### config.mk
export PLATFORM = sky130hd
export DESIGN_NAME = rlwe_dmem_vec_bridge
export DESIGN_NICKNAME = d
export VERILOG_FILES = /design/src/rtl/rlwe_dmem_vec_bridge_pkg.sv /design/src/rtl/rlwe_dmem_vec_bridge.sv
export SDC_FILE = /design/constraint.sdc
export NUM_CORES = 1
export LEC_CHECK = 0
export ABC_CLOCK_PERIOD_IN_PS = 4400
export CAP_MARGIN = 20
export CORE_MARGIN = 2
export CORE_UTILIZATION = 25
export CTS_BUF_LIST = sky130_fd_sc_hd__clkbuf_8
export DETAILED_ROUTE_END_ITERATION = 16
export DONT_BUFFER_PORTS = 1
export GPL_ROUTABILITY_DRIVEN = 0
export PLACE_DENSITY_LB_ADDON = 0.12
export SETUP_SLACK_MARGIN = 0.2
export SYNTH_ARGS = -nofsm -noshare
export SYNTH_HDL_FRONTEND = slang
export SYNTH_SLANG_ARGS = --single-unit
### constraint.sdc
create_clock -name clk -period 4.4 [get_ports clk]
set_input_delay 0.66 -clock clk [delete_from_list [all_inputs] [get_ports clk]]
set_output_delay 0.66 -clock clk [all_outputs]
set_load 0.02 [all_outputs]
### src/rtl/rlwe_dmem_vec_bridge_pkg.sv
// Shared memory-interface types for the RLWE dmem vector bridge.
package rlwe_dmem_vec_bridge_pkg;

    localparam int unsigned DEF_LANE   = 4;
    localparam int unsigned DEF_AWIDTH = 32;
    localparam int unsigned WORD_W     = 32;

    typedef enum logic {
        SCR1_MEM_CMD_RD = 1'b0,
        SCR1_MEM_CMD_WR = 1'b1
    } type_scr1_mem_cmd_e;

    typedef enum logic [1:0] {
        SCR1_MEM_WIDTH_BYTE   = 2'b00,
        SCR1_MEM_WIDTH_HWORD  = 2'b01,
        SCR1_MEM_WIDTH_WORD   = 2'b10,
        SCR1_MEM_WIDTH_VECTOR = 2'b11
    } type_scr1_mem_width_e;

    typedef enum logic [1:0] {
        SCR1_MEM_RESP_NOTRDY = 2'b00,
        SCR1_MEM_RESP_RDY_OK = 2'b01,
        SCR1_MEM_RESP_RDY_ER = 2'b10
    } type_scr1_mem_resp_e;

endpackage

### src/rtl/rlwe_dmem_vec_bridge.sv
// Bridges an LSU dmem request (scalar or vector) onto a scalar 32-bit memory port.
// Vector accesses are issued as LANE word beats, one outstanding at a time; read
// beats are gathered into a lane buffer and a single response goes back to the LSU.
module rlwe_dmem_vec_bridge
    import rlwe_dmem_vec_bridge_pkg::*;
#(
    parameter int unsigned LANE   = DEF_LANE,
    parameter int unsigned AWIDTH = DEF_AWIDTH
) (
    input  logic                            clk,
    input  logic                            rst_n,
    input  logic                            lsu2dmem_req,
    input  type_scr1_mem_cmd_e              lsu2dmem_cmd,
    input  type_scr1_mem_width_e            lsu2dmem_width,
    input  logic [AWIDTH-1:0]               lsu2dmem_addr,
    input  logic [LANE-1:0][WORD_W-1:0]     lsu2dmem_wdata,
    output logic                            dmem2lsu_req_ack,
    output logic [LANE-1:0][WORD_W-1:0]     dmem2lsu_rdata,
    output type_scr1_mem_resp_e             dmem2lsu_resp,
    output logic                            mem_req,
    output type_scr1_mem_cmd_e              mem_cmd,
    output type_scr1_mem_width_e            mem_width,
    output logic [AWIDTH-1:0]               mem_addr,
    output logic [WORD_W-1:0]               mem_wdata,
    input  logic                            mem_req_ack,
    input  logic [WORD_W-1:0]               mem_rdata,
    input  type_scr1_mem_resp_e             mem_resp
);

    localparam int unsigned    CNT_W    = $clog2(LANE);
    localparam logic [CNT_W-1:0] CNT_LAST = CNT_W'(LANE - 1);

    typedef enum logic [1:0] {
        ST_IDLE = 2'b00,
        ST_REQ  = 2'b01,
        ST_WAIT = 2'b10,
        ST_RSP  = 2'b11
    } state_e;

    state_e                      r_state;
    state_e                      w_state_nxt;
    type_scr1_mem_cmd_e          r_cmd;
    type_scr1_mem_width_e        r_width;
    logic                        r_vec;
    logic [AWIDTH-1:0]           r_addr;
    logic [LANE-1:0][WORD_W-1:0] r_wdata;
    logic [LANE-1:0][WORD_W-1:0] r_rdata;
    logic [CNT_W-1:0]            r_cnt;
    logic                        r_err;

    logic                        w_accept;
    logic                        w_last;

    assign w_accept = (r_state == ST_IDLE) && lsu2dmem_req;
    // A scalar access is a single beat, so its only beat is always the last one.
    assign w_last   = r_vec ? (r_cnt == CNT_LAST) : 1'b1;

    // Beat fields come straight from the latched request; only meaningful while mem_req is high.
    assign mem_cmd        = r_cmd;
    assign mem_width      = r_vec ? SCR1_MEM_WIDTH_WORD : r_width;
    assign mem_addr       = r_addr + AWIDTH'({r_cnt, 2'b00});
    assign mem_wdata      = r_wdata[r_cnt];
    assign dmem2lsu_rdata = r_rdata;

    // State register; reset abandons any transfer in flight without answering the LSU.
    always_ff @(posedge clk) begin
        if (!rst_n) r_state <= ST_IDLE;
        else        r_state <= w_state_nxt;
    end

    // Next-state and handshake outputs.
    always_comb begin
        w_state_nxt      = r_state;
        dmem2lsu_req_ack = 1'b0;
        dmem2lsu_resp    = SCR1_MEM_RESP_NOTRDY;
        mem_req          = 1'b0;
        case (r_state)
            ST_IDLE: begin
                dmem2lsu_req_ack = rst_n;
                if (lsu2dmem_req) w_state_nxt = ST_REQ;
            end
            ST_REQ: begin
                mem_req = 1'b1;
                if (mem_req_ack) w_state_nxt = ST_WAIT;
            end
            ST_WAIT: begin
                case (mem_resp)
                    SCR1_MEM_RESP_RDY_OK: w_state_nxt = w_last ? ST_RSP : ST_REQ;
                    SCR1_MEM_RESP_RDY_ER: w_state_nxt = ST_RSP;
                    default:              w_state_nxt = ST_WAIT;
                endcase
            end
            ST_RSP: begin
                dmem2lsu_resp = r_err ? SCR1_MEM_RESP_RDY_ER : SCR1_MEM_RESP_RDY_OK;
                w_state_nxt   = ST_IDLE;
            end
            default: w_state_nxt = ST_IDLE;
        endcase
    end

    // Request latch, beat counter, error flag and lane capture buffer.
    always_ff @(posedge clk) begin
        if (!rst_n) begin
            r_cmd   <= SCR1_MEM_CMD_RD;
            r_width <= SCR1_MEM_WIDTH_BYTE;
            r_vec   <= 1'b0;
            r_addr  <= '0;
            r_wdata <= '0;
            r_rdata <= '0;
            r_cnt   <= '0;
            r_err   <= 1'b0;
        end else begin
            if (w_accept) begin
                r_cmd   <= lsu2dmem_cmd;
                r_width <= lsu2dmem_width;
                r_vec   <= (lsu2dmem_width == SCR1_MEM_WIDTH_VECTOR);
                r_addr  <= lsu2dmem_addr;
                r_wdata <= lsu2dmem_wdata;
                r_rdata <= '0;
                r_cnt   <= '0;
                r_err   <= 1'b0;
            end
            if (r_state == ST_WAIT) begin
                if (mem_resp == SCR1_MEM_RESP_RDY_OK) begin
                    // Write beats never touch the buffer, so a store answers with zero data.
                    if (r_cmd == SCR1_MEM_CMD_RD) r_rdata[r_cnt] <= mem_rdata;
                    if (!w_last) r_cnt <= r_cnt + 1'b1;
                end else if (mem_resp == SCR1_MEM_RESP_RDY_ER) begin
                    r_err <= 1'b1;
                end
            end
        end
    end

    // Memory must only answer while a beat is outstanding.
    a_resp_only_in_wait: assert property (@(posedge clk) disable iff (!rst_n)
        (mem_resp != SCR1_MEM_RESP_NOTRDY) |-> (r_state == ST_WAIT));

endmodule

[Yosys cells after proc, flatten, opt, wreduce, memory -nomap -nowiden]
Index checks and enable logic that the tools add are counted.
Operators by class
  mux-type cells: 29
  eq/ne operators: 9
  $lt $le $gt $ge: 2
  reductions and logical operators: 4
  add/sub/neg operators: 2
Operators with widths (number)
  2-to-1 mux 128 bit: 5
  bitwise mux 128 bit: 1
  binary-select mux 32 bit (select 2 bit): 1
  demux 32 bit (select 2 bit): 1
  2-to-1 mux 32 bit: 2
  adder 32 x 4 -> 32 bit: 1
  2-to-1 mux 2 bit: 10
  == test 2 bit (second input constant): 5
  one-hot mux 2 bit (4 select lines): 1
  2-to-1 mux 1 bit: 7
  == test 2 x 1 -> 1 bit (second input constant): 2
  inequality test 2 bit (second input constant): 2
  one-hot mux 2 bit (2 select lines): 1
  less-than comparator 2 x 3 -> 1 bit (second input constant): 1
  adder 2 x 1 -> 2 bit (second input constant): 1
  >= comparator 2 x 1 -> 1 bit (second input constant): 1
  logical AND 1 bit: 2
  logical NOT 2 bit: 1
  AND reduction 2 bit: 1
Storage, ports and cells
  register bits after elaboration: 297
  bits of input ports: 201
  word-level logic and storage cells: 61
  output and inout port bits: 199

[Longest topological paths before layout]
Gate-level depths: netlist of the first run.
  word-level depth: 8
  gate-level depth with buffers: 10
  depth with buffers taken out: 6

[Worst setup path before layout of the first run]
No wires, ideal clock.
  path kind: flip-flop to output port
  from: register r_cnt[0]
  to: output mem_addr[28]
  required time: 3.740 ns
  path slack: 1.679 ns
  data arrival time: 2.061 ns
  cell stages (with the launch flop): 7
  buffers on the path: 0
  cells stage by stage: dfxtp_1 > ha_1 > fa_1 > and4_1 > nor3b_2 > nor4b_1 > xor2_1
Between the ends
  word-level cells in the longest chain between the ends: 1
RTL lines
  start: declaration: line rlwe_dmem_vec_bridge.sv:48  | logic [CNT_W-1:0] r_cnt;
  start signal: assignment: line rlwe_dmem_vec_bridge.sv:127  | if (!w_last) r_cnt <= r_cnt + 1'b1;
  adder 32 x 4 -> 32 bit: line rlwe_dmem_vec_bridge.sv:61  | assign mem_addr = r_addr + AWIDTH'({r_cnt, 2'b00});
  end: declaration: line rlwe_dmem_vec_bridge.sv:23  | output logic [AWIDTH-1:0] mem_addr,
No other way between the ends.

[Final worst setup path of the first run]
  from: register r_addr[2]
  to: output mem_addr[28]
Between the ends
  word-level cells in the longest chain between the ends: 1
RTL lines
  start: declaration: line rlwe_dmem_vec_bridge.sv:45  | logic [AWIDTH-1:0] r_addr;
  start signal: assignment: line rlwe_dmem_vec_bridge.sv:117  | r_addr <= lsu2dmem_addr;
  adder 32 x 4 -> 32 bit: line rlwe_dmem_vec_bridge.sv:61
No other way between the ends.

==> results of run 1 <==
==> metal layers <==
| metal | GRT usage, % | wire [um] | vias up |
|---|---|---|---|
| met3 | 6.41 | 4190 | 93 |
| met2 | 25.6 | 20100 | 318 |
| met4 | 6.13 | 1370 | 2 |
| li1 | - | - | 4927 |
| met5 | 0 | 13 | - |
| met1 | 19.0 | 17900 | 4863 |
==> registers in the layout (all words and copies together) (netlist names) <==
signal,count
r_state,2
mem_cmd,1
r_vec,1
r_addr,32
r_cnt,2
dmem2lsu_rdata,128
r_err,1
r_width,2
r_wdata,128
==> cells in the mapped netlist, drive strengths merged (2+ instances only) <==
cell type and instances:
nand4 5, buf 62, mux4 32, nor4 4
and3 2, a21oi 2, nor4b 2, nor2 5
and4 5, xor2 7, dfxtp 297, nand2b 3
and2 3, nor2b 3, nand2 346, inv 8
or2 2, nor3b 6, a21boi 293, ha 8
nand3 266, clkbuf 77, xnor2 21
==> placed cells by master (no fill, tap or decap), drive strengths merged, types with 2 or more instances in the layout <==
| master | netlist | final |
|---|---|---|
| a21boi | 293 | 293 |
| a21oi | 2 | 2 |
| and2 | 3 | 3 |
| and3 | 2 | 2 |
| and4 | 5 | 5 |
| buf | 62 | 15 |
| clkbuf | 77 | 70 |
| clkinv | 0 | 2 |
| dfxtp | 297 | 297 |
| ha | 8 | 8 |
| inv | 8 | 35 |
| mux4 | 32 | 32 |
| nand2 | 346 | 346 |
| nand2b | 3 | 3 |
| nand3 | 266 | 266 |
| nand4 | 5 | 5 |
| nor2 | 5 | 5 |
| nor2b | 3 | 3 |
| nor3b | 6 | 6 |
| nor4 | 4 | 4 |
| nor4b | 2 | 2 |
| or2 | 2 | 2 |
| xnor2 | 21 | 21 |
| xor2 | 7 | 7 |
==> final cells by class <==
class / instances / share of cell area, %
multi-input cells: 1027 / 43.8
flip-flops and latches: 297 / 41.3
clock buffers: 70 / 6.69
well taps: 680 / 5.91
repair buffers: 15 / 1.13
clock inverters: 30 / 0.861
inverters: 8 / 0.209
diodes: 1 / 0.0174
==> power by group <==
part	switching (uW)	internal [uW]	total (uW)
clock network	1210	1420	2630
registers	77.8	2800	2880
logic	299	158	457
==> logic make-up after synthesis <==
logic type	count (synthesis)
AOI/OAI and AO/OA	300
adders and majority gates	9
muxes	33
and+or+nand+nor	657
xor gates and xnor gates	28
DFF	297
buffers and inverters	147
==> metrics by stage <==
stage / hold slack [ps] / utilization [%] / cells / power [uW]
6_report: 171 / 28.2 / 2128 / 5960
4_1_cts: 94.7 / 28.2 / 2127 / 6100
3_5_place_dp: 452 / 26.0 / 2027 / 3400
5_1_grt: 123 / 28.2 / 2127 / 6270
3_3_place_gp: 446 / 26.0 / 2027 / 3390
2_1_floorplan: 438 / - / 1471 / 3310
==> worst paths after layout <==
kind | start | endpoint | slack (ps) | depth (start not counted)
worst max-delay path | r_addr[2] | mem_addr[28] | 670 | 6
worst min-delay path | mem_rdata[3] | dmem2lsu_rdata[35] | 170 | 2
worst min register to register | r_wdata[90] | r_wdata[90] | 460 | 2
worst max register to register | r_cnt[1] | dmem2lsu_rdata[15] | 1640 | 8
==> metrics, run 1 <==
unrepaired setup endpoints after global routing no; cell count after synthesis 1471; Clk Latency, worst-skew pair 630 ps; post-route cell area 0.0144 sq mm; Synth Area in Compound Gates 17.5%; max incr delay on CP 530 ps; Yosys top cell area share 46.3%; All-Layer GR Usage 15.9%; htree depth 2; Async S/R FF share, synth 0%; status complete, no violations; YS warnings 0; total of max-cap violations 0; largest cells by area after synthesis dfxtp_1 46%, a21boi_0 15%, nand3_1 10%; Num Clock Sinks 297; largest area contributor in the netlist dfxtp_1; initial antenna violation count 1; static leakage 0.00477 uW; critical path class reg -> out; die area 0.0532 sq mm; sequential fraction of the synthesis area 46.3%; minimum clock period 3730 ps; Clk pin slew, worst setup/hold paths 60 ps; Post CTS Setup Buffer Count 0; core area 0.0511 sq mm; layout cell share with drive strength beyond 1 9.19%; largest family of logic cells by synthesized area simple AND/OR/NAND/NOR gates; ANT nets after route 0; Pwr per Cell Area 414 mW/mm^2; mean post-synth cell area 8.73 sq um; vias per cell 4.79; skew final 20.8 ps; XOR/XNOR Fraction of Synth Area 1.91%; period utilization 84.8%; Post-synth EDFFs 0; Total Wirelength 43600 um; dpl cell area 0.0133 sq mm; I/O pins 400; fmax 0.268 GHz; min-delay worst type in -> reg; worst slack at placement 1330 ps; Crit-path slowest cell nor3b_2; Die W 231 um; delay-heaviest family, CP simple AND/OR/NAND/NOR gates; Syn Nets 1681; Seq cells post-synth 297; post-synthesis cell area 0.0128 sq mm; Die Y 231 um; Post-Synth Adder-Cell Area 0.935%; DP HPWL 27800 um; WP data required 3740 ps; multi-input logic area 0.00631 sq mm; setup ws final 669 ps; crit path DAT 3070 ps; VDD IR max 0.194 mV; vias in the first global route 10200; Max FO, Critical Path 9; final hold vios 0; largest net degree at the start of global routing 299; length of the first detailed-routing pass in iterations 5; drt drc 0; post-synthesis mux area share 5.69%; Setup Viol. Count Final 0; CTS resizes 0; grt total ovfl 0; filler cell count 5549; crit path cell chain ha_1, fa_1, and4_1, nor3b_2, nor4b_1, xor2_1; setup TNS 0 ps; CTS root buffer clkbuf_8; TritonCTS Buffers 56; first-pass GRT wire length 65900 um; WL/cell 20.5 um; unique cell type count in the Yosys netlist 41; via count 10200; hold_buf cts 0; main flop type after synthesis dfxtp_1; Final nets 1615; Crit path buffers/inverters 0; Row Count 83; Starting Density 25.1%; Area Overhead vs Synth 12.0%; Worst Setup Start Kind flip-flop; iteration-0 DRC count of the detailed router 621; Worst-Margin Slew 986 ps; Slew Limit Fails 0; Slew Limit Headroom 33.7%; CTS Buffer Depth 3; Worst setup EP type primary output; register area 0.00595 sq mm; post-synthesis simple-gate area fraction 22.9%; Port Buf Inserts 0; TritonCTS clock tree yes
Note: power is estimated with default switching activity, not from simulation.
==> run 2, diff against run 1 <==
--- a/config.mk
+++ b/config.mk
@@ -5,7 +5,7 @@
 export SDC_FILE = /design/constraint.sdc
 export NUM_CORES = 1
 export LEC_CHECK = 0
-export ABC_CLOCK_PERIOD_IN_PS = 4400
+export ABC_CLOCK_PERIOD_IN_PS = 3820
 export CAP_MARGIN = 20
 export CORE_MARGIN = 2
 export CORE_UTILIZATION = 25
==> constraint.sdc (replaced) <==
create_clock -name clk -period 3.82 [get_ports clk]
set_input_delay 0.573 -clock clk [delete_from_list [all_inputs] [get_ports clk]]
set_output_delay 0.573 -clock clk [all_outputs]
set_load 0.02 [all_outputs]
==> metrics, run 2 (synthesized netlist as in run 1, its figures left out) <==
Slew Limit Headroom 35.8% (+2.1 points); Max FO, Critical Path 9 (unchanged); WP data required 3250 ps (-490 ps); Worst Setup Start Kind flip-flop; I/O pins 400 (unchanged); vias per cell 4.81 (+0.35%); worst slack at placement 866 ps (-468 ps); Seq pwr share 48.0% (-0.3 points); core area 0.0511 sq mm (unchanged); Die W 231 um (unchanged); drt drc 0 (unchanged); CTS root buffer clkbuf_8; Hold EP r_addr[11]; post-route cell area 0.0145 sq mm (+0.43%); Total Wirelength 43400 um (-0.47%); WL/cell 20.3 um (-0.98%); register area 0.00595 sq mm (unchanged); Reg-to-Reg Start r_cnt[1]; static leakage 0.00484 uW (+1.3%); crit path DAT 2810 ps (-260 ps); Hold Slack 86.3 ps (-84.6 ps); FF-to-FF setup slack 1260 ps (-380 ps); largest net degree at the start of global routing 299 (unchanged); die area 0.0532 sq mm (unchanged); first-pass GRT wire length 65200 um (-1.1%); filler cell count 5582 (+0.59%); min-delay worst type in -> reg; hold path depth 2 (unchanged); htree depth 2 (unchanged); Die Y 231 um (unchanged); layout cell share with drive strength beyond 1 9.75% (+0.55 points); TritonCTS Buffers 55 (-1.8%); P_int 5070 uW (+16%); skew final 34.6 ps (+13.9 ps); Clk pwr share 44.3% (+0.2 points); Clk pin slew, worst setup/hold paths 60 ps (about the same); RR Endpoint dmem2lsu_rdata[47]; iteration-0 DRC count of the detailed router 564 (-9.2%); VDD IR max 0.243 mV (+25%); period utilization 88.6%; multi-input logic area 0.00632 sq mm (about the same); critical path class reg -> out; fmax 0.295 GHz; initial antenna violation count 4 (+3); minimum clock period 3390 ps; Worst setup EP type primary output; unrepaired setup endpoints after global routing no; TritonCTS clock tree yes; length of the first detailed-routing pass in iterations 5 (unchanged); Logic pwr share 7.8% (about the same); Final nets 1625 (+0.62%); DP HPWL 28400 um (+2.1%); Num Clock Sinks 297 (unchanged); Slew Limit Fails 0 (unchanged); grt total ovfl 0 (unchanged); Clk Latency, worst-skew pair 630 ps (about the same); vias in the first global route 10100 (-0.43%); setup TNS 0 ps (unchanged); Switching Fraction 26.6% (about the same); Psw 1840 uW (+16%); Worst-Margin Slew 963 ps (-22.5 ps); most common cell after layout, fill and taps aside nand2_1; dpl cell area 0.0134 sq mm (+0.38%); Area Overhead vs Synth 12.5%; Port Buf Inserts 0 (unchanged); most frequent cells in the layout 346 x nand2_1, 295 x dfxtp_1, 266 x nand3_1; Setup Viol. Count Final 0 (unchanged); Pwr per Cell Area 478 mW/mm^2 (+15%); status complete, no violations; hold wc startpoint lsu2dmem_addr[11]; ANT nets after route 0 (unchanged); total of max-cap violations 0 (unchanged); All-Layer GR Usage 15.8% (-0.15 points); setup ws final 434 ps (-235 ps); length in cells of the worst reg-to-reg path 7 (-1); Row Count 83 (unchanged); Starting Density 25.1% (unchanged); final hold vios 0 (unchanged); CTS Buffer Depth 3 (unchanged); via count 10300 (+0.87%)
## run 2: metal layers
layer,up-vias,share of wire [%],GRT usage (%)
li1,4950,-,-
met1,4929,40,18.6
met2,327,47,25.5
met3,80,10,6.99
met4,6,2.7,5.38
met5,-,0.095,0
## run 2: cell type report
class	count	share of cell area [%]
Antenna cell	2	0.0346
Clock buffer	64	6.09
Clock inverter	35	1.40
Inverter	8	0.208
Multi-Input combinational cell	1027	43.7
Sequential cell	297	41.2
Tap cell	680	5.89
Timing Repair Buffer	26	1.52
## run 2: critical path: stages, from the launching register on
cell and delay [ps]:
dfxtp_1 330, ha_1 200, fa_1 240, and4_1 300, nor3b_4 200, buf_4 190
nor4b_1 310, xor2_1 420
## run 2: worst max-delay path by stage
stage | start | to | slack [ps] | cells past startpoint
2_1_floorplan | r_cnt[0] | mem_addr[28] | 1190 | 6
3_3_place_gp | r_addr[2] | mem_addr[28] | 920 | 6
3_5_place_dp | r_addr[2] | mem_addr[28] | 870 | 6
4_1_cts | r_addr[2] | mem_addr[28] | 250 | 6
5_1_grt | r_addr[2] | mem_addr[28] | 230 | 7
6_report | r_addr[2] | mem_addr[28] | 430 | 7
## run 2: repair_timing
action,CTS,global route
endpoints found under the setup margin,1,2
buffers inserted,0,1
hold buffers,0,0
resized for setup,1,0
pin swaps,0,1
## run 2: stage by stage
stage	std cells	util (%)	total power, uW
2_1_floorplan	1471	-	3810
3_3_place_gp	2037	26.1	3920
3_5_place_dp	2037	26.1	3930
4_1_cts	2136	28.3	7070
5_1_grt	2137	28.3	7260
6_report	2139	28.3	6900
## run 2: power by group through the flow
stage	Sequential, uW	Clock, uW	Combinational, uW
after floorplan	3350	0	467
after global placement	3380	0	543
after detailed placement	3380	0	551
after CTS	3310	3200	551
after global routing	3330	3330	600
final	3310	3060	536
